## config.mk

```make
export PLATFORM = sky130hd
export DESIGN_NAME = hazard_ctrl_flat
export DESIGN_NICKNAME = d
export VERILOG_FILES = /design/src/rtl/arc_pkg.sv /design/src/rtl/hazard_ctrl_if.sv /design/src/rtl/load_use_detect.sv /design/src/rtl/hazard_ctrl.sv /design/src/flat_wrapper.sv
export SDC_FILE = /design/constraint.sdc
export NUM_CORES = 1
export LEC_CHECK = 0
export ABC_AREA = 1
export CORE_MARGIN = 8
export CORE_UTILIZATION = 45
export CTS_BUF_LIST = sky130_fd_sc_hd__clkbuf_16
export CTS_CLUSTER_DIAMETER = 40
export DETAILED_ROUTE_END_ITERATION = 8
export PLACE_DENSITY = 0.73
export SLEW_MARGIN = 20
export SYNTH_ARGS = -nofsm -noshare
export SYNTH_HDL_FRONTEND = slang
export SYNTH_SLANG_ARGS = --single-unit
```

## constraint.sdc

```tcl
create_clock -name i_clk -period 3.09 [get_ports i_clk]
set_input_delay 0.7725 -clock i_clk [delete_from_list [all_inputs] [get_ports i_clk]]
set_output_delay 0.7725 -clock i_clk [all_outputs]
set_load 0.01 [all_outputs]
```

## src/rtl/arc_pkg.sv

```systemverilog
// Shared definitions for the pipeline hazard controller: FSM state encoding,
// register-zero constant, statistics counter width and a saturating increment.
package arc_pkg;

    localparam int         CNT_W    = 16;
    localparam logic [4:0] REG_ZERO = 5'd0;

    typedef enum logic [1:0] {
        RUN   = 2'd0,
        STALL = 2'd1,
        FLUSH = 2'd2
    } state_e;

    function automatic logic [CNT_W-1:0] sat_inc(input logic [CNT_W-1:0] v);
        return (v == {CNT_W{1'b1}}) ? v : v + CNT_W'(1);
    endfunction

endpackage

```

## src/rtl/hazard_ctrl_if.sv

```systemverilog
// Decode/EX/MEM hazard inputs and pipeline control outputs of hazard_ctrl.
// The master side drives the pipeline observations, the slave side is the controller.
interface hazard_ctrl_if;
    import arc_pkg::*;

    logic             i_con_id_valid;
    logic [4:0]       i_addr_id_rs;
    logic [4:0]       i_addr_id_rt;
    logic             i_con_id_uses_rt;
    logic             i_con_ex_memread;
    logic [4:0]       i_addr_ex_rt;
    logic             i_con_mem_branch_taken;
    logic             i_con_cnt_clr;
    logic             o_con_pc_hold;
    logic             o_con_ifid_hold;
    logic             o_con_idex_bubble;
    logic             o_con_flush;
    logic [CNT_W-1:0] o_data_stall_cnt;
    logic [CNT_W-1:0] o_data_flush_cnt;

    modport master (
        output i_con_id_valid, i_addr_id_rs, i_addr_id_rt, i_con_id_uses_rt,
               i_con_ex_memread, i_addr_ex_rt, i_con_mem_branch_taken, i_con_cnt_clr,
        input  o_con_pc_hold, o_con_ifid_hold, o_con_idex_bubble, o_con_flush,
               o_data_stall_cnt, o_data_flush_cnt
    );

    modport slave (
        input  i_con_id_valid, i_addr_id_rs, i_addr_id_rt, i_con_id_uses_rt,
               i_con_ex_memread, i_addr_ex_rt, i_con_mem_branch_taken, i_con_cnt_clr,
        output o_con_pc_hold, o_con_ifid_hold, o_con_idex_bubble, o_con_flush,
               o_data_stall_cnt, o_data_flush_cnt
    );

endinterface

```

## src/rtl/load_use_detect.sv

```systemverilog
// Combinational load-use compare: the decode instruction reads the register an
// in-flight load in EX is about to write. Register 0 never creates a dependency.
module load_use_detect
    import arc_pkg::*;
(
    input  logic       id_valid_i,
    input  logic [4:0] id_rs_i,
    input  logic [4:0] id_rt_i,
    input  logic       id_uses_rt_i,
    input  logic       ex_memread_i,
    input  logic [4:0] ex_rt_i,
    output logic       hazard_o
);

    logic rs_match;
    logic rt_match;

    assign rs_match = (ex_rt_i == id_rs_i);
    assign rt_match = id_uses_rt_i && (ex_rt_i == id_rt_i);
    assign hazard_o = id_valid_i && ex_memread_i && (ex_rt_i != REG_ZERO)
                      && (rs_match || rt_match);

endmodule

```

## src/rtl/hazard_ctrl.sv

```systemverilog
// Pipeline hazard controller: load-use stalls, taken-branch flushes and
// saturating statistics counters, with zero-latency control outputs.
module hazard_ctrl
    import arc_pkg::*;
#(
    parameter int LOAD_STALL   = 1,
    parameter int FLUSH_CYCLES = 1
) (
    input  logic          i_clk,
    input  logic          i_rst,
    hazard_ctrl_if.slave  hz
);

    localparam logic [1:0] S_RUN   = 2'(RUN);
    localparam logic [1:0] S_STALL = 2'(STALL);
    localparam logic [1:0] S_FLUSH = 2'(FLUSH);

    localparam logic [2:0] STALL_RELOAD = 3'(LOAD_STALL - 1);
    localparam logic [2:0] FLUSH_RELOAD = 3'(FLUSH_CYCLES - 1);

    logic [1:0]       state_q, state_d;
    logic [2:0]       cnt_q, cnt_d;
    logic [CNT_W-1:0] stall_cnt_q, stall_cnt_d;
    logic [CNT_W-1:0] flush_cnt_q, flush_cnt_d;
    logic             hazard;
    logic             branch;
    logic             hold;
    logic             flush;

    load_use_detect u_detect (
        .id_valid_i   (hz.i_con_id_valid),
        .id_rs_i      (hz.i_addr_id_rs),
        .id_rt_i      (hz.i_addr_id_rt),
        .id_uses_rt_i (hz.i_con_id_uses_rt),
        .ex_memread_i (hz.i_con_ex_memread),
        .ex_rt_i      (hz.i_addr_ex_rt),
        .hazard_o     (hazard)
    );

    assign branch = hz.i_con_mem_branch_taken;

    always_comb begin
        // NOTE: every output of this block gets a default first so no path leaves it unassigned (no latch).
        state_d = state_q;
        cnt_d   = cnt_q;
        hold    = 1'b0;
        flush   = 1'b0;
        // A taken branch wins in every state and (re)starts the flush countdown.
        if (branch) begin
            flush   = 1'b1;
            state_d = (FLUSH_CYCLES > 1) ? S_FLUSH : S_RUN;
            cnt_d   = FLUSH_RELOAD;
        end else begin
            case (state_q)
                S_STALL: begin
                    hold  = 1'b1;
                    cnt_d = cnt_q - 3'd1;
                    if (cnt_q == 3'd1) state_d = S_RUN;
                end
                S_FLUSH: begin
                    flush = 1'b1;
                    cnt_d = cnt_q - 3'd1;
                    if (cnt_q == 3'd1) state_d = S_RUN;
                end
                default: begin
                    if (hazard) begin
                        hold = 1'b1;
                        if (LOAD_STALL > 1) begin
                            state_d = S_STALL;
                            cnt_d   = STALL_RELOAD;
                        end
                    end
                end
            endcase
        end
    end

    // Clear beats increment; counters stick at all-ones.
    always_comb begin
        stall_cnt_d = stall_cnt_q;
        flush_cnt_d = flush_cnt_q;
        if (hz.i_con_cnt_clr) begin
            stall_cnt_d = '0;
            flush_cnt_d = '0;
        end else begin
            if (hold)   stall_cnt_d = sat_inc(stall_cnt_q);
            if (branch) flush_cnt_d = sat_inc(flush_cnt_q);
        end
    end

    always_ff @(posedge i_clk or posedge i_rst) begin
        // NOTE: sequential state uses non-blocking assignments so all registers update together.
        if (i_rst) begin
            state_q     <= S_RUN;
            cnt_q       <= 3'd0;
            stall_cnt_q <= '0;
            flush_cnt_q <= '0;
        end else begin
            state_q     <= state_d;
            cnt_q       <= cnt_d;
            stall_cnt_q <= stall_cnt_d;
            flush_cnt_q <= flush_cnt_d;
        end
    end

    // Reset masks the control outputs combinationally, independent of the inputs.
    assign hz.o_con_pc_hold     = hold  && !i_rst;
    assign hz.o_con_ifid_hold   = hold  && !i_rst;
    assign hz.o_con_idex_bubble = hold  && !i_rst;
    assign hz.o_con_flush       = flush && !i_rst;
    assign hz.o_data_stall_cnt  = stall_cnt_q;
    assign hz.o_data_flush_cnt  = flush_cnt_q;

endmodule

```

## src/flat_wrapper.sv

```systemverilog
// flat-port wrapper written by rule: the top's interface ports become plain ports
module hazard_ctrl_flat import arc_pkg::*;
#(
    parameter int LOAD_STALL   = 1,
    parameter int FLUSH_CYCLES = 1
)
  (i_clk, i_rst, hz_i_con_id_valid, hz_i_addr_id_rs, hz_i_addr_id_rt, hz_i_con_id_uses_rt, hz_i_con_ex_memread, hz_i_addr_ex_rt, hz_i_con_mem_branch_taken, hz_i_con_cnt_clr, hz_o_con_pc_hold, hz_o_con_ifid_hold, hz_o_con_idex_bubble, hz_o_con_flush, hz_o_data_stall_cnt, hz_o_data_flush_cnt);
  hazard_ctrl_if hz_i ();
  input  logic i_clk;
  input  logic i_rst;
  input wire logic [$bits(hz_i.i_con_id_valid)-1:0] hz_i_con_id_valid;
  input wire logic [$bits(hz_i.i_addr_id_rs)-1:0] hz_i_addr_id_rs;
  input wire logic [$bits(hz_i.i_addr_id_rt)-1:0] hz_i_addr_id_rt;
  input wire logic [$bits(hz_i.i_con_id_uses_rt)-1:0] hz_i_con_id_uses_rt;
  input wire logic [$bits(hz_i.i_con_ex_memread)-1:0] hz_i_con_ex_memread;
  input wire logic [$bits(hz_i.i_addr_ex_rt)-1:0] hz_i_addr_ex_rt;
  input wire logic [$bits(hz_i.i_con_mem_branch_taken)-1:0] hz_i_con_mem_branch_taken;
  input wire logic [$bits(hz_i.i_con_cnt_clr)-1:0] hz_i_con_cnt_clr;
  output wire logic [$bits(hz_i.o_con_pc_hold)-1:0] hz_o_con_pc_hold;
  output wire logic [$bits(hz_i.o_con_ifid_hold)-1:0] hz_o_con_ifid_hold;
  output wire logic [$bits(hz_i.o_con_idex_bubble)-1:0] hz_o_con_idex_bubble;
  output wire logic [$bits(hz_i.o_con_flush)-1:0] hz_o_con_flush;
  output wire logic [$bits(hz_i.o_data_stall_cnt)-1:0] hz_o_data_stall_cnt;
  output wire logic [$bits(hz_i.o_data_flush_cnt)-1:0] hz_o_data_flush_cnt;
  assign hz_i.i_con_id_valid = hz_i_con_id_valid;
  assign hz_i.i_addr_id_rs = hz_i_addr_id_rs;
  assign hz_i.i_addr_id_rt = hz_i_addr_id_rt;
  assign hz_i.i_con_id_uses_rt = hz_i_con_id_uses_rt;
  assign hz_i.i_con_ex_memread = hz_i_con_ex_memread;
  assign hz_i.i_addr_ex_rt = hz_i_addr_ex_rt;
  assign hz_i.i_con_mem_branch_taken = hz_i_con_mem_branch_taken;
  assign hz_i.i_con_cnt_clr = hz_i_con_cnt_clr;
  assign hz_o_con_pc_hold = hz_i.o_con_pc_hold;
  assign hz_o_con_ifid_hold = hz_i.o_con_ifid_hold;
  assign hz_o_con_idex_bubble = hz_i.o_con_idex_bubble;
  assign hz_o_con_flush = hz_i.o_con_flush;
  assign hz_o_data_stall_cnt = hz_i.o_data_stall_cnt;
  assign hz_o_data_flush_cnt = hz_i.o_data_flush_cnt;
  hazard_ctrl #(.LOAD_STALL(LOAD_STALL), .FLUSH_CYCLES(FLUSH_CYCLES)) u_core (.i_clk(i_clk), .i_rst(i_rst), .hz(hz_i));
endmodule
```

# Word-level counts from Yosys, hierarchy flattened
# Cells that the tools add are included.
[totals]
register_bits = 37
input_bits = 22
output_inout_bits = 36
[op_classes]
n_addsub = 3
n_eq_ne = 9
mux = 16
reduce_logical = 17
[ops]
columns = ["operator", "n"]
rows = [
  ["$mux W16", 6],
  ["$add A16 B1 Y16 const B", 2],
  ["$eq A16 B16 Y1 const B", 2],
  ["$eq A5 B5 Y1", 2],
  ["$reduce_bool A2 Y1", 4],
  ["$logic_and A1 B1 Y1", 6],
  ["$mux W2", 3],
  ["$mux W3", 2],
  ["$reduce_and A2 Y1", 3],
  ["$reduce_bool A5 Y1", 1],
  ["$mux W1", 4],
  ["$ne A2 B2 Y1 const B", 2],
  ["$eq A3 B1 Y1 const B", 1],
  ["$sub A3 B1 Y3 const B", 1],
  ["$eq A2 B1 Y1 const B", 1],
  ["$eq A2 B2 Y1 const B", 1],
  ["$pmux W1 S2", 1],
  ["$reduce_or A2 Y1", 1],
  ["$logic_not A1 Y1", 1],
  ["$logic_or A1 B1 Y1", 1],
]

# Depth between registers and ports, before layout
# Gate-level depths: netlist of the first run.
[logic_depth]
word_depth = 9
depth_mapped = 11

# Hierarchy
# From an unflattened synthesis of the first run, not the netlist that was laid out.
[hier_totals]
cells_unflattened = 372
area_unflattened_um2 = 2353.5
[modules_own_cells]
columns = ["module", "instances", "cells_per_inst", "area_each_um2", "seq_area_each_um2"]
rows = [
  ["hazard_ctrl", 1, 320, 2143.3, 800.8],
  ["load_use_detect", 1, 52, 210.2, 0.0],
]

# Worst setup path before layout of the first run
# Ideal clock, no wire load.
[synth_path]
kind = "input to output"
startpoint = "input port hz_i_addr_ex_rt[3]"
endpoint = "output port hz_o_con_ifid_hold"
arrival_time_ps = 1673
t_required_ps = 2318
setup_slack_ps = 645
path_stages = 9
n_path_buf = 1
path_cell_list = "inv_1 -> nand2_1 -> nand2_1 -> nor2_1 -> nand3_1 -> nand2_1 -> nand2_1 -> nor2_1 -> buf_4"
[synth_between]
elab_chain_cells = 8
elab_cells_between_ends = 11
[synth_rtl]
columns = ["element", "line", "rtl"]
rows = [
  ["start, declared", "flat_wrapper.sv:16", "input wire logic [$bits(hz_i.i_addr_ex_rt)-1:0] hz_i_addr_ex_rt;"],
  ["$eq A5 B5 Y1", "load_use_detect.sv:19", "assign rt_match = id_uses_rt_i && (ex_rt_i == id_rt_i);"],
  ["$logic_and A1 B1 Y1", "load_use_detect.sv:19", ""],
  ["$logic_or A1 B1 Y1", "load_use_detect.sv:21", "&& (rs_match || rt_match);"],
  ["$logic_and A1 B1 Y1 (*)", "load_use_detect.sv:21", ""],
  ["$mux W1 (*)", "hazard_ctrl.sv:66", "if (hazard) begin"],
  ["$pmux W1 S2 (*)", "hazard_ctrl.sv:54", "case (state_q)"],
  ["$mux W1 (*)", "hazard_ctrl.sv:49", "if (branch) begin"],
  ["$logic_and A1 B1 Y1 (*)", "-", ""],
  ["end, declared", "flat_wrapper.sv:20", "output wire logic [$bits(hz_i.o_con_ifid_hold)-1:0] hz_o_con_ifid_hold;"],
]
# Every way passes the cells marked *; elsewhere a longest branch is shown, timed or not.

# Worst setup path in the final report of the first run
[layout_path]
startpoint = "input port hz_i_addr_ex_rt[0]"
endpoint = "output port hz_o_con_ifid_hold"
[layout_between]
elab_chain_cells = 8
elab_cells_between_ends = 11
[layout_rtl]
columns = ["element", "line", "rtl"]
rows = [
  ["$eq A5 B5 Y1", "load_use_detect.sv:19", ""],
  ["$logic_and A1 B1 Y1", "load_use_detect.sv:19", ""],
  ["$logic_or A1 B1 Y1", "load_use_detect.sv:21", ""],
  ["$logic_and A1 B1 Y1 (*)", "load_use_detect.sv:21", ""],
  ["$mux W1 (*)", "hazard_ctrl.sv:66", ""],
  ["$pmux W1 S2 (*)", "hazard_ctrl.sv:54", ""],
  ["$mux W1 (*)", "hazard_ctrl.sv:49", ""],
  ["$logic_and A1 B1 Y1 (*)", "hazard_ctrl.sv:108", "assign hz.o_con_ifid_hold = hold && !i_rst;"],
]
# Marked as above.

==> flow_summary.ini, run 1 <==
[run_status]
outcome = finished clean

[worst_setup_path]
crit_cells = 10
crit_required_ns = 2.32
crit_family = buffers and inverters
critPathBufInv = 3
slowest_delay_ns = 0.53
crit_top_cell = nand2_1
r2r_cells = 6
worstPathArrival_ns = 2.12
path_max_fanout = 4
cp-end-kind = primary output
r2r_slack_ns = 0.91
cp_cell_sequence = clkdlybuf4s50_1, inv_1, nand2_1, nand2_1, nor2_1, nand3_1, nand2_1, nand2_1, nor2_2, clkbuf_2
path_class = in -> out
cp-start-kind = input pin
cpMaxStageDelayCell = clkdlybuf4s50_1

[clock_network]
cts_setup_buffers = 0
htree_levels = 2
clk_path_buf_depth = 2
hold_buffers = 0
cts_tree = yes
path_clk_slew_ns = 0.06
clkSinkCount = 32
cts_made_buffers = 5
insertion_delay_ns = 0.28
ctsResizeCount = 3
clock-root-buffer = clkbuf_16

[detailed_routing]
post_drt_wl_per_cell_um = 13.43
wirelength_mm = 6.917
drtPass1Iterations = 5
drt-initial-drc-count = 140
vias = 2637
drc = 0
vias_per_cell = 5.120
ant_nets = 0

[synth]
seq_area_frac_synth = 0.3287
synth_top_family_by_area = simple AND/OR/NAND/NOR gates
synth-compound-area-share = 0.04982
muxShareOfSynthArea = 0
synth_cells = 384
ys_seq_elements = 32
synthDistinctLibCells = 29
synth-xor-area-share = 0.03955
synthSimpleGateAreaFrac = 0.4638
avgSynthCellArea_um2 = 6.344
synthesis.nets = 408
synthesis.area_um2 = 2436
synth_fa_ha_area_frac = 0.01027
ys_warn_count = 0

[die]
start_util = 0.4710
core_area_um2 = 5172
num_rows = 26
io_pins = 58
die_h_um = 89.58
die_width_um = 89.58
dieArea_um2 = 8024

[global_route]
grt.total_usage = 0.1797
antenna_found_initial = 0
grt_overflow = 0
grt_pass1_vias = 2507
grt_max_degree = 24
grt_pass1_wl_mm = 11.38

[final_layout]
stdcell_count = 515
syn_to_final_growth_pct = 31.07
finish.utilization = 0.6173
drive_gt1_frac = 0.07191
fin_nets = 469
n_antenna_cell = 0

[worst_hold_path]
min_path_type = reg -> reg
min_path_cells = 2

[timing]
fmax_mhz = 345.6
finalCritPeriodShare = 0.9364
rsz0062_at_grt = false
relSlewSlack = 0.4950
hold_violations = 0
worst_slew_pin_slew_ns = 0.7552
fin_ws_ns = 0.1967
finalSetupViolCount = 0
clock-skew-final_ns = 0.006414
fin_crit_ns = 2.893
drv_slew = 0

[placed_design]
hpwl_mm = 5.096
dp_cells = 508
routabilityCongestion = 0.9266
port-buffer-count = 57
pre_cts_slack_ns = -0.2404

[pwr]
power_density_nw_per_um2 = 330.4
p_leak_uw = 0.001444
ir_worst_vdd_v = 0.0002210

[flow_run]
maxCapViolations = 0
-- cell type report --
cell class,count,area (um^2)
Tap cell,70,87.58
Clock inverter,2,8.758
Inverter,46,172.7
Sequential cell,32,800.8
Clock buffer,5,125.1
Timing Repair Buffer,66,623.1
Fill cell,472,1979
Multi-Input combinational cell,294,1375
-- path summary, 6_finish.rpt --
check / from / end
max: hz_i_addr_ex_rt[0] / hz_o_con_ifid_hold
min: u_core.hz.o_data_flush_cnt[15] / u_core.hz.o_data_flush_cnt[15]
max reg2reg: u_core.hz.o_data_stall_cnt[0] / u_core.hz.o_data_stall_cnt[12]
min reg2reg: u_core.hz.o_data_flush_cnt[15] / u_core.hz.o_data_flush_cnt[15]
max in group asynchronous: i_rst / u_core.hz.o_data_stall_cnt[3]
min in group asynchronous: i_rst / u_core.hz.o_data_stall_cnt[14]
-- cells in the mapped netlist, drive strengths merged --
cell,n,area (um^2)
inv,46,172.7
nand3,52,270.3
ha,2,25.02
and3,1,6.260
o21bai,3,22.52
clkbuf,2,7.510
or2,2,12.51
nand4,10,62.56
xnor2,3,26.28
nand3b,2,15.01
o21ai,18,93.84
buf,10,82.57
dfrtp,32,800.8
xor2,8,70.07
a21oi,1,5.000
nand2,122,465.5
nor3b,3,22.52
nor2,60,230.2
nor3,7,45.04
-- sequential cells by signal, indices dropped and copies added (netlist names) --
name / count
u_core.hz.o_data_stall_cnt: 16
u_core.hz.o_data_flush_cnt: 16
-- power breakdown --
group          internal, uW  switching (uW)  leakage, uW
clock network           289             175    0.0000709
registers               429            15.1     0.000443
logic                  70.0            76.4     0.000931
-- worst register-to-register path, delay by kind of cell (launching register included) --
family / cells / cell delay (ns)
simple gates: 5 / 1.37
fa+ha+maj: 1 / 0.26
flops: 1 / 0.43
-- metrics by stage --
step,area [um^2],TNS (ns),hold WS (ns),power [uW]
2_1_floorplan,2436,0,0.5497,522.6
3_3_place_gp,3072,-0.5330,0.5281,595.6
3_5_place_dp,3072,-0.7071,0.5461,599.2
4_1_cts,3202,0,0.5609,1067
5_1_grt,3193,0,0.5846,1099
6_report,3193,0,0.5565,1055
-- routing by layer --
layer	up-vias	global-route usage	part of all wire
met5	-	0	0
met4	0	0.05136	0.0094
li1	1339	-	-
met1	1213	0.2107	0.44
met3	11	0.03458	0.057
met2	74	0.3222	0.49
-- cell usage in the layout (no fill, tap or decap), types with 2 or more instances in the layout --
cell	Yosys	final
nor3_2	2	2
ha_1	2	2
clkbuf_16	0	5
o21ai_0	14	14
nor2_1	58	57
inv_1	45	46
clkdlybuf4s50_1	0	54
nor3b_1	3	3
nor3_1	5	5
nand4_1	10	10
xnor2_1	3	3
buf_4	4	9
or2_2	2	2
nand2_1	119	119
nand3b_1	2	2
xor2_1	8	8
dfrtp_1	32	32
clkbuf_2	0	3
o21bai_1	3	3
o21ai_1	3	3
nand2_2	3	3
nand3_1	50	50
nand3_2	2	2
nor2_2	2	3
-- kinds of logic after synthesis --
logic type / Yosys count
compound gates: 22
buf+inv: 58
xor+xnor: 11
fa+ha+maj: 2
flops: 32
simple gates: 259
No activity file was read; power rests on OpenSTA's default activity.
==> run 2: changes to the inputs <==
CORE_UTILIZATION = 50   (was 45)
PLACE_DENSITY = 0.8   (was 0.73)
clock period = 2.8 ns   (was 3.09 ns; I/O delays follow)
==> run 2 against run 1 <==
Compared with the run above: die area down 8.3%; critical path depth unchanged; highest routed layer unchanged; final area up 2.0%; largest power group unchanged.
==> flow_summary.ini, run 2 (same netlist as run 1, synthesis figures left out) <==
[global_route]
grt.total_usage = 0.1934
grt_pass1_vias = 2526
globalRouteMet1Util = 0.2208
antenna_found_initial = 0
grt_max_degree = 22
top_usage_layer = met2
grt_overflow = 0
met3_usage = 0.03725
grt_pass1_wl_mm = 11.61
use_met2 = 0.3434

[timing]
rsz0062_at_grt = false
hold_violations = 0
hold_ws_ns = 0.5380
fmax_mhz = 371.2
drv_slew = 0
finalSetupViolCount = 0
relSlewSlack = 0.6446
worst_slew_pin_slew_ns = 0.5291
finalCritPeriodShare = 0.9622
clock-skew-final_ns = 0.005743
fin_crit_ns = 2.694

[worst_setup_path]
r2r_slack_ns = 0.87
cp-start-kind = input pin
worstPathArrival_ns = 1.99
cpMaxStageDelayCell = clkdlybuf4s50_1
reg2reg_from = u_core.hz.o_data_flush_cnt[0]
cp-end-kind = primary output
critPathBufInv = 3
path_class = in -> out
crit_top_cell = nand2_1
rr_endpoint = u_core.hz.o_data_flush_cnt[11]
crit_family = buffers and inverters
crit_required_ns = 2.10
path_max_fanout = 3
cp_cell_sequence = clkdlybuf4s50_1, inv_1, nand2_1, nand2_1, nor2_1, nand3_1, nand2_1, nand2_2, nor2_2, buf_2
slowest_delay_ns = 0.48
r2r_cells = 8

[die]
die_width_um = 85.80
start_util = 0.5158
num_rows = 25
core_area_um2 = 4723
io_pins = 58
die_h_um = 85.80
dieArea_um2 = 7362

[pwr]
p_seq_frac = 0.382
power_density_nw_per_um2 = 393.4
combPwrFrac = 0.127
p_leak_uw = 0.001519
switchingPower_uw = 313.6
p_clk_frac = 0.491
intPower_uw = 968.2
ir_worst_vdd_v = 0.0002479
switching_share = 0.2447
power_uw = 1282

[worst_hold_path]
min-delay-start = u_core.hz.o_data_flush_cnt[15]
hold-path-endpoint = u_core.hz.o_data_flush_cnt[15]
min_path_cells = 2
min_path_type = reg -> reg

[detailed_routing]
post_drt_wl_per_cell_um = 13.31
ant_nets = 0
vias_per_cell = 5.118
wirelength_mm = 6.855
vias = 2636
drc = 0
drt-initial-drc-count = 131
drtPass1Iterations = 4

[placed_design]
routabilityCongestion = 0.9149
port-buffer-count = 57
hpwl_mm = 5.067

[final_layout]
n_antenna_cell = 0
layout_common_cells = nand2_1 (118), nor2_1 (56), nand3_1 (50), clkdlybuf4s50_1 (48), inv_1 (44)
layout_commonest_cell = nand2_1
fin_nets = 471
drive_gt1_frac = 0.08705
seq_area_um2 = 800.8
fillerInstances = 408
syn_to_final_growth_pct = 33.74
multiInputGateArea_um2 = 1380

[clock_network]
clk_path_buf_depth = 2
htree_levels = 2
cts_made_buffers = 5
insertion_delay_ns = 0.28
cts_setup_buffers = 0
cts_tree = yes
clock-root-buffer = clkbuf_16
clkSinkCount = 32
path_clk_slew_ns = 0.05

[run_status]
outcome = finished clean

[flow_run]
maxCapViolations = 0
-- run 2: changes by cell type in the layout (fill, tap and decap cells not counted), sizes merged, moves of 3 or more --
cell	change
buf	+5
clkbuf	-3
clkdlybuf4s50	-6
dlymetal6s2s	+6
-- run 2: worst max path at each step --
stage / start / end / slack (ns) / depth (start not counted)
4_1_cts: hz_i_addr_ex_rt[2] / hz_o_con_idex_bubble / 0.08 / 10
3_5_place_dp: hz_i_addr_ex_rt[2] / hz_o_con_idex_bubble / -0.38 / 10
5_1_grt: hz_i_addr_id_rs[1] / hz_o_con_idex_bubble / 0.002 / 10
2_1_floorplan: hz_i_addr_ex_rt[3] / hz_o_con_ifid_hold / 0.50 / 9
6_report: hz_i_addr_id_rs[1] / hz_o_con_idex_bubble / 0.11 / 10
3_3_place_gp: hz_i_addr_ex_rt[2] / hz_o_con_ifid_hold / -0.31 / 10
-- run 2: final cells by class --
| cell class | instances | share of cell area |
|---|---|---|
| Tap cell | 67 | 0.02573 |
| Clock inverter | 3 | 0.01306 |
| Inverter | 46 | 0.05300 |
| Timing Repair Buffer | 68 | 0.2005 |
| Multi-Input combinational cell | 294 | 0.4236 |
| Sequential cell | 32 | 0.2458 |
| Clock buffer | 5 | 0.03840 |
-- run 2: routing by layer --
metal	routed length [um]	share of wire
met2	3453	0.50
met3	292	0.043
met1	2982	0.44
met5	0	0
met4	126	0.018
-- run 2: worst register-to-register path: stages, from the launching register on --
cell	delay [ns]
dfrtp_1	0.46
ha_1	0.28
nand3_2	0.13
nor2_1	0.20
nand4_1	0.12
o21ai_2	0.19
buf_4	0.29
nand2_1	0.08
o21ai_0	0.09
-- run 2: power groups by stage --
stage / clock network (uW) / logic, uW / registers [uW]
after floorplan: 0 / 76.9 / 500
after global placement: 0 / 159 / 498
after detailed placement: 0 / 163 / 498
after CTS: 635 / 164 / 490
after global routing: 654 / 180 / 492
final: 629 / 162 / 490
-- run 2: what timing repair did --
item,4_1_cts,5_1_grt
hold buffers,0,0
gates resized for setup,13,9
endpoints found under the setup margin,3,3
pin swaps,0,2
-- run 2: stage by stage --
step | utilization | instance area, um^2 | worst slack [ns] | std cells | setup TNS [ns]
6_report | 0.6898 | 3258 | 0.1058 | 515 | 0
5_1_grt | 0.6898 | 3258 | 0.002306 | 515 | 0
4_1_cts | 0.6856 | 3238 | 0.07761 | 515 | 0
3_5_place_dp | 0.6527 | 3083 | -0.3762 | 507 | -1.110
3_3_place_gp | 0.6527 | 3083 | -0.3062 | 507 | -0.9149
2_1_floorplan | - | 2436 | 0.4998 | 384 | 0
